<file path="src/rtl/accumulator_drain_if.sv">
// Row-stream output bus of the accumulator drain: one requantised row per beat,
// valid/ready handshake with row index and last marker.
interface accumulator_drain_if #(
   parameter int COLS      = 4,
   parameter int OUT_WIDTH = 8,
   parameter int ROW_W     = 2
);
   logic                             out_valid;
   logic                             out_ready;
   logic [COLS-1:0][OUT_WIDTH-1:0]   out_data;
   logic [ROW_W-1:0]                 out_row;
   logic                             out_last;

   modport master (output out_valid, out_data, out_row, out_last, input out_ready);
   modport slave  (input out_valid, out_data, out_row, out_last, output out_ready);
endinterface

</file>
<file path="src/rtl/accumulator_drain.sv">
// Snapshots the accumulator bank on start, clears it, then streams the snapshot
// one row per beat, requantised with round-half-up and saturation.
module accumulator_drain #(
   parameter int ROWS        = 4,
   parameter int COLS        = 4,
   parameter int ACC_WIDTH   = 32,
   parameter int OUT_WIDTH   = 8,
   parameter int SHIFT_WIDTH = 5
) (
   input  logic                                   clk,
   input  logic                                   reset,
   input  logic                                   start_i,
   input  logic [SHIFT_WIDTH-1:0]                 shift_amt_i,
   input  logic [ROWS-1:0][COLS-1:0][ACC_WIDTH-1:0] accumulated_sums_i,
   input  logic                                   acc_overflow_i,
   output logic                                   acc_clear_o,
   output logic                                   busy_o,
   output logic                                   sat_flag_o,
   output logic                                   ovf_flag_o,
   output logic                                   done_o,
   accumulator_drain_if.master                    out_if
);
   localparam int ROW_W = (ROWS > 1) ? $clog2(ROWS) : 1;
   localparam logic signed [ACC_WIDTH:0] OMAX = (ACC_WIDTH+1)'(2**(OUT_WIDTH-1) - 1);
   localparam logic signed [ACC_WIDTH:0] OMIN = ~OMAX;

   typedef enum logic [1:0] {IDLE, CLEAR, STREAM, DONE} state_e;

   state_e                                  state_q;
   logic [ROWS-1:0][COLS-1:0][ACC_WIDTH-1:0] snap_q;
   logic [SHIFT_WIDTH-1:0]                  shift_q;
   logic [ROW_W-1:0]                        row_q;
   logic                                    valid_q, clear_q, busy_q, done_q, sat_q, ovf_q;
   logic [COLS-1:0][OUT_WIDTH-1:0]          rq_data;
   logic [COLS-1:0]                         rq_clip;
   logic                                    last_row, xfer;

   // Returns {clipped, value}; the extra top bit keeps acc + rounding from wrapping.
   function automatic logic [OUT_WIDTH:0] requant(input logic [ACC_WIDTH-1:0] acc,
                                                  input logic [SHIFT_WIDTH-1:0] s);
      logic signed [ACC_WIDTH:0] ext, rnd, v;
      ext = $signed({acc[ACC_WIDTH-1], acc});
      rnd = (s == '0) ? '0 : ({{ACC_WIDTH{1'b0}}, 1'b1} << (s - 1'b1));
      v   = (ext + rnd) >>> s;
      if (v > OMAX)      requant = {1'b1, OMAX[OUT_WIDTH-1:0]};
      else if (v < OMIN) requant = {1'b1, OMIN[OUT_WIDTH-1:0]};
      else               requant = {1'b0, v[OUT_WIDTH-1:0]};
   endfunction

   for (genvar j = 0; j < COLS; j++) begin : g_col
      assign {rq_clip[j], rq_data[j]} = requant(snap_q[row_q][j], shift_q);
   end

   assign last_row = (row_q == ROW_W'(ROWS - 1));
   assign xfer     = valid_q && out_if.out_ready;

   always_ff @(posedge clk) begin
      if (reset) begin
         state_q <= IDLE;
         snap_q  <= '0;
         shift_q <= '0;
         row_q   <= '0;
         valid_q <= 1'b0;
         clear_q <= 1'b0;
         busy_q  <= 1'b0;
         done_q  <= 1'b0;
         sat_q   <= 1'b0;
         ovf_q   <= 1'b0;
      end else begin
         case (state_q)
            IDLE: if (start_i) begin
               snap_q  <= accumulated_sums_i;
               shift_q <= shift_amt_i;
               ovf_q   <= acc_overflow_i;
               sat_q   <= 1'b0;
               row_q   <= '0;
               clear_q <= 1'b1;
               busy_q  <= 1'b1;
               state_q <= CLEAR;
            end
            CLEAR: begin
               clear_q <= 1'b0;
               valid_q <= 1'b1;
               state_q <= STREAM;
            end
            STREAM: if (xfer) begin
               sat_q <= sat_q | (|rq_clip);
               if (last_row) begin
                  valid_q <= 1'b0;
                  done_q  <= 1'b1;
                  state_q <= DONE;
               end else begin
                  row_q <= row_q + 1'b1;
               end
            end
            DONE: begin
               done_q  <= 1'b0;
               busy_q  <= 1'b0;
               state_q <= IDLE;
            end
            default: state_q <= IDLE;
         endcase
      end
   end

   assign acc_clear_o      = clear_q;
   assign busy_o           = busy_q;
   assign done_o           = done_q;
   assign sat_flag_o       = sat_q;
   assign ovf_flag_o       = ovf_q;
   assign out_if.out_valid = valid_q;
   assign out_if.out_data  = rq_data;
   assign out_if.out_row   = row_q;
   assign out_if.out_last  = valid_q && last_row;
endmodule
</file>
<file path="src/flat_wrapper.sv">
// flat-port wrapper written by rule: the top's interface ports become plain ports
module accumulator_drain_flat 
#(
   parameter int ROWS        = 4,
   parameter int COLS        = 4,
   parameter int ACC_WIDTH   = 32,
   parameter int OUT_WIDTH   = 8,
   parameter int SHIFT_WIDTH = 5
)
  (clk, reset, start_i, shift_amt_i, accumulated_sums_i, acc_overflow_i, acc_clear_o, busy_o, sat_flag_o, ovf_flag_o, done_o, out_if_out_valid, out_if_out_data, out_if_out_row, out_if_out_last, out_if_out_ready);
  accumulator_drain_if #(.COLS(COLS), .OUT_WIDTH(OUT_WIDTH)) out_if_i ();
  input  logic clk;
  input  logic reset;
  input  logic start_i;
  input  logic [SHIFT_WIDTH-1:0] shift_amt_i;
  input  logic [ROWS-1:0][COLS-1:0][ACC_WIDTH-1:0] accumulated_sums_i;
  input  logic acc_overflow_i;
  output logic acc_clear_o;
  output logic busy_o;
  output logic sat_flag_o;
  output logic ovf_flag_o;
  output logic done_o;
  output wire logic [$bits(out_if_i.out_valid)-1:0] out_if_out_valid;
  output wire logic [$bits(out_if_i.out_data)-1:0] out_if_out_data;
  output wire logic [$bits(out_if_i.out_row)-1:0] out_if_out_row;
  output wire logic [$bits(out_if_i.out_last)-1:0] out_if_out_last;
  input wire logic [$bits(out_if_i.out_ready)-1:0] out_if_out_ready;
  assign out_if_out_valid = out_if_i.out_valid;
  assign out_if_out_data = out_if_i.out_data;
  assign out_if_out_row = out_if_i.out_row;
  assign out_if_out_last = out_if_i.out_last;
  assign out_if_i.out_ready = out_if_out_ready;
  accumulator_drain #(.ROWS(ROWS), .COLS(COLS), .ACC_WIDTH(ACC_WIDTH), .OUT_WIDTH(OUT_WIDTH), .SHIFT_WIDTH(SHIFT_WIDTH)) u_core (.clk(clk), .reset(reset), .start_i(start_i), .shift_amt_i(shift_amt_i), .accumulated_sums_i(accumulated_sums_i), .acc_overflow_i(acc_overflow_i), .acc_clear_o(acc_clear_o), .busy_o(busy_o), .sat_flag_o(sat_flag_o), .ovf_flag_o(ovf_flag_o), .done_o(done_o), .out_if(out_if_i));
endmodule
</file>
<file path="config.mk">
export PLATFORM = sky130hd
export DESIGN_NAME = accumulator_drain_flat
export DESIGN_NICKNAME = d
export VERILOG_FILES = /design/src/rtl/accumulator_drain_if.sv /design/src/rtl/accumulator_drain.sv /design/src/flat_wrapper.sv
export SDC_FILE = /design/constraint.sdc
export NUM_CORES = 2
export LEC_CHECK = 0
export ABC_AREA = 1
export CORE_UTILIZATION = 45
export CTS_CLUSTER_DIAMETER = 80
export CTS_CLUSTER_SIZE = 30
export DETAILED_ROUTE_END_ITERATION = 10
export GPL_ROUTABILITY_DRIVEN = 0
export PLACE_DENSITY_LB_ADDON = 0.15
export SLEW_MARGIN = 20
export SYNTH_ARGS = -nofsm -noshare
export SYNTH_HDL_FRONTEND = slang
export SYNTH_SLANG_ARGS = --single-unit
</file>
<file path="constraint.sdc">
create_clock -name clk -period 6.7 [get_ports clk]
set_input_delay 1.675 -clock clk [delete_from_list [all_inputs] [get_ports clk]]
set_output_delay 1.675 -clock clk [all_outputs]
set_load 0.01 [all_outputs]
</file>
# == Word-level counts from Yosys, hierarchy flattened ==
# Index checks and enable logic that the tools add are counted.
# totals
ff_bits,527
latchBits,0
ram_bits,0
mem_bits_ro,0
input_bits,522
output_inout_bits,41
n_memories,0
# classes
n_addsub,6
mul,0
div_mod_pow,0
order_cmp,9
eq_ne,8
n_shift,5
muxes,31
bitwise,1
reduce_logical,18
# op_table
operator,n
128-bit binary-select mux with 2-bit select,1
32-bit by 33-bit adder with 33-bit output,4
"33-bit by 8-bit > comparator with 1-bit output, second input constant",4
"33-bit by 8-bit less-than comparator with 1-bit output, second input constant",4
33-bit by 5-bit >>> shifter with 33-bit output,4
128-bit two-way mux,1
9-bit two-way mux,8
33-bit two-way mux,1
"1-bit by 5-bit << shifter with 33-bit output, first input constant",1
2-bit two-way mux,6
3-bit AND reduction,4
1-bit one-hot mux with 2 select lines,5
2-bit nonzero test,5
2-bit one-hot mux with 4 select lines,1
1-bit two-way mux,7
"2-bit == test, second input constant",3
2-bit AND reduction,3
5-bit zero test,1
"5-bit by 1-bit subtractor with 5-bit output, second input constant",1
"2-bit by 1-bit inequality test with 1-bit output, second input constant",2
"2-bit inequality test, second input constant",2
2-bit one-hot mux with 2 select lines,1
4-bit AND reduction,1
4-bit OR reduction,1
6 further kinds,7

# == Depth between registers and ports, before layout ==
# depth
depth_word,12
depth_mapped,42
mapped_depth_nobuf,39

# == Worst setup path before layout ==
# OpenSTA, ideal clock, no wires.
# synth_timing
kind,flip-flop to output port
startpoint,"register u_core.row_q[0], in the netlist u_core.out_if.out_row[0]"
endpoint,output port out_if_out_data[17]
arrival_time_ns,4.435
t_required_ns,5.025
slack_ns,0.590
path_stages_with_launch,33
path_cell_list,dfxtp_1 > buf_6 > inv_4 > buf_4 > clkbuf_1 > clkbuf_1 > clkbuf_1 > clkbuf_1 > nor2_1 > o22ai_1 > ha_1 > clkbuf_1 > a21oi_1 > o21a_1 > o221ai_1 > a21oi_1 > nand3_2 > nand2_4 > nand2_2 > nand3_1 > nand3_1 > nand2_1 > nand2_1 > nand2_1 > nand2_1 > nor2_1 > nand2_1 > nor2_1 > nand2_1 > nand2_1 > nor2_1 > inv_1 > nand2_1
# synth_between
elab_chain_len,7
# synth_rtl
element,line_no,text
start: declaration,accumulator_drain.sv:32,logic [ROW_W-1:0] row_q;
start signal: assignment,accumulator_drain.sv:93,row_q <= row_q + 1'b1;
128-bit binary-select mux with 2-bit select (*),accumulator_drain.sv:51,"assign {rq_clip[j], rq_data[j]} = requant(snap_q[row_q][j], shift_q);"
128-bit two-way mux (*),--,
32-bit by 33-bit adder with 33-bit output (*),accumulator_drain.sv:44,v = (ext + rnd) >>> s;
33-bit by 5-bit >>> shifter with 33-bit output (*),accumulator_drain.sv:44,
33-bit by 8-bit less-than comparator with 1-bit output,accumulator_drain.sv:46,"else if (v < OMIN) requant = {1'b1, OMIN[OUT_WIDTH-1:0]};"
9-bit two-way mux,accumulator_drain.sv:46,
9-bit two-way mux (*),accumulator_drain.sv:45,"if (v > OMAX) requant = {1'b1, OMAX[OUT_WIDTH-1:0]};"
end: declaration,flat_wrapper.sv:24,output wire logic [$bits(out_if_i.out_data)-1:0] out_if_out_data;
# Every way passes the cells marked *; elsewhere a longest branch is shown, timed or not. The select of a mux whose other input is x is not followed.

# == Final worst setup path ==
# Ends and elaborated chain as after synthesis.

==> impl_metrics.toml <==
[grt]
antenna_found_initial = 16
grt_usage = 0.383
grt_max_degree = 215
grt_pass1_wl_mm = 286
grt_pass1_vias = 48200
gr-total-overflow = 0

[setup_path]
cp_data_arrival_time_ns = 5.23
crit_required_ns = 5.03
crit_path_start_kind = "register"
cp_slowest_stage_delay_ns = 0.41
crit_type = "register to output port"
cp_common_cell = "nand2_1"
slowest_stage = "o22ai_2"
critPathCaptureType = "output port"
worstPathMaxFanout = 7

[route]
route.detailed.drc = 0
drtAntennaViolNets = 0
drt_iter0_drc = 7383
via_per_inst = 5.75
vias = 54900
dr.pass1.iters = 9
wire_per_inst_um = 20.5
wl_mm = 195

[cells_and_area]
layout_common_cells = "1741 x nand2_1, 1273 x nor2_1, 971 x nand3_1"
nFillCells = 9025
nNetsFinal = 8876
layout.cells.most_common = "nand2_1"
syn2layout_area_growth_pct = 34.7
final-seq-area_sq_um = 10600
drive_gt1_frac = 0.179
fin_cells = 9539
multi_input_area_sq_um = 32200

[floorplan]
die_w_um = 310
die_h_um = 310
num_rows = 112
start_util = 0.456
core_sq_um = 93700
die_area_sq_um = 96300
io_pins = 563

[sta]
setup_violations = 28
finClkSkew_ns = 0.0537
fin_tns_setup_ns = -3.77
finalCritPeriodShare = 1.03
drv_slew = 0
fmax_mhz = 145
tightest_slew_ns = 1.17
period_needed_ns = 6.90
slew_headroom = 0.219
hold_viol_final = 0
worst_slack_ns = -0.203
rsz0062_at_grt = "true"
hold_slack_ns = 0.458

[status]
violations = "negative setup slack"
status = "finished, violations left"

[clock_network]
root_buffer = "clkbuf_16"
cts_buffers = 26
htreeDepth = 1
path_clk_slew_ns = 0.11
cts_sinks = 527
clk_latency_ns = 0.64
clockBufferDepth = 3
cts_tree = "done"

[place]
place_ws_ns = -0.139
placedCellCount = 9372
port_buffers = 562
dp_hpwl_mm = 146

[job]
max_cap_viol_count = 0

[pwr]
irDropWorstVdd_v = 0.000217
total_power_mw = 23.2
leakagePower_nw = 26.6
powerDensity_nw_per_um2 = 402

[synthesis]
synth_cells = 7638
synth_edf_count = 0
avgSynthCellArea_sq_um = 5.60
synthFlopType = "dfxtp_1"
synth_seq_area_share = 0.247
synth_area_sq_um = 42800
ys_async_sr_fraction = 0
ys_warn_count = 0
yosysUniqueCellTypes = 58
ys_seq_elements = 527

[hold_path]
hp-class = "register to register"
-- logic make-up after synthesis --
family                     after synthesis  share of synthesized area
muxes                                    6                    0.00140
buffers and inverters                 1046                     0.0984
AOI/OAI and AO/OA                     1186                      0.145
xor gates and xnor gates                41                    0.00839
adders and majority gates               95                     0.0278
and+or+nand+nor                       4736                      0.472
other                                    1                  0.0000876
DFF                                    527                      0.247
-- power by group --
part	switching [mW]	internal [mW]	total, mW
registers	0.476	3.99	4.47
clock network	1.21	0.794	2.00
logic	10.6	6.14	16.7
total	12.2	10.9	23.2
-- Yosys cell counts, types with 11 or more instances --
library cell / instances / area (sq um)
o211ai_1: 16 / 120
nand2_1: 1879 / 7050
nor3_1: 32 / 160
a21oi_1: 240 / 1200
a31oi_1: 11 / 68.8
nand2_2: 61 / 382
dfxtp_1: 527 / 10600
buf_2: 63 / 315
nor2_1: 1380 / 5180
nand3_2: 25 / 250
or2_2: 15 / 93.8
o21ai_1: 20 / 100
xor2_1: 30 / 263
buf_1: 60 / 225
inv_2: 19 / 71.3
buf_6: 18 / 203
inv_1: 591 / 2220
buf_4: 15 / 113
nand3_1: 1216 / 6090
o22ai_1: 73 / 457
nand4_1: 37 / 231
clkbuf_1: 273 / 1020
xnor2_1: 11 / 96.3
o21ai_0: 779 / 3900
nor2_2: 26 / 163
and2_1: 12 / 75.1
ha_1: 95 / 1190
-- flip-flops by register name, indices dropped and copies added (netlist names) --
register and count:
u_core.snap_q 512, u_core.shift_q 5, u_core.out_if.out_row 2, u_core.state_q 2, u_core.acc_clear_o 1, u_core.busy_o 1, u_core.done_o 1, u_core.out_if.out_valid 1
u_core.ovf_flag_o 1, u_core.sat_flag_o 1
-- final timing paths --
check / start / endpoint / slack [ns] / cells past startpoint
worst max-delay path: u_core.out_if.out_row[0] / out_if_out_data[17] / -0.20 / 34
worst min-delay path: u_core.snap_q[108] / u_core.snap_q[108] / 0.46 / 2
worst max register to register: u_core.out_if.out_row[0] / u_core.sat_flag_o / 1.45 / 36
worst min register to register: u_core.snap_q[108] / u_core.snap_q[108] / 0.46 / 2
-- stage by stage --
step / area [sq um] / util
4_1_cts: 55100 / 0.587
3_3_place_gp: 51100 / 0.545
5_1_grt: 57600 / 0.615
2_1_floorplan: 42800 / -
6_report: 57600 / 0.615
3_5_place_dp: 51100 / 0.545
-- worst max-delay path, delay by kind of cell, from the launching register on --
family | cells | cell delay (ns)
AOI/OAI and AO/OA | 6 | 1.02
adders and majority gates | 1 | 0.29
buffers and inverters | 8 | 1.18
DFF | 1 | 0.39
and+or+nand+nor | 19 | 1.64
-- layout make-up --
type | count | area share
Clock inverter | 14 | 0.00345
Antenna cell | 11 | 0.000478
Timing Repair inverter | 2 | 0.000347
Inverter | 617 | 0.0416
Sequential cell | 527 | 0.184
Multi-Input combinational cell | 6068 | 0.558
Clock buffer | 29 | 0.0118
Tap cell | 1254 | 0.0272
Timing Repair Buffer | 1017 | 0.173
-- metal layers --
layer / GRT usage / share of wire / vias to the layer above
li1: - / - / 26100
met1: 0.541 / 0.42 / 25200
met2: 0.565 / 0.42 / 3064
met3: 0.0672 / 0.10 / 510
met4: 0.170 / 0.054 / 10
met5: 0 / 0.00033 / -
-- repair_timing --
| action | in CTS | in global routing |
|---|---|---|
| hold buffers | 0 | 0 |
| pin swaps | 101 | 200 |
| endpoints found under the setup margin | 28 | 28 |
| cloned | 18 | 3 |
| setup buffers | 50 | 42 |
| resized for setup | 539 | 588 |
(Power assumes the default switching activity.)
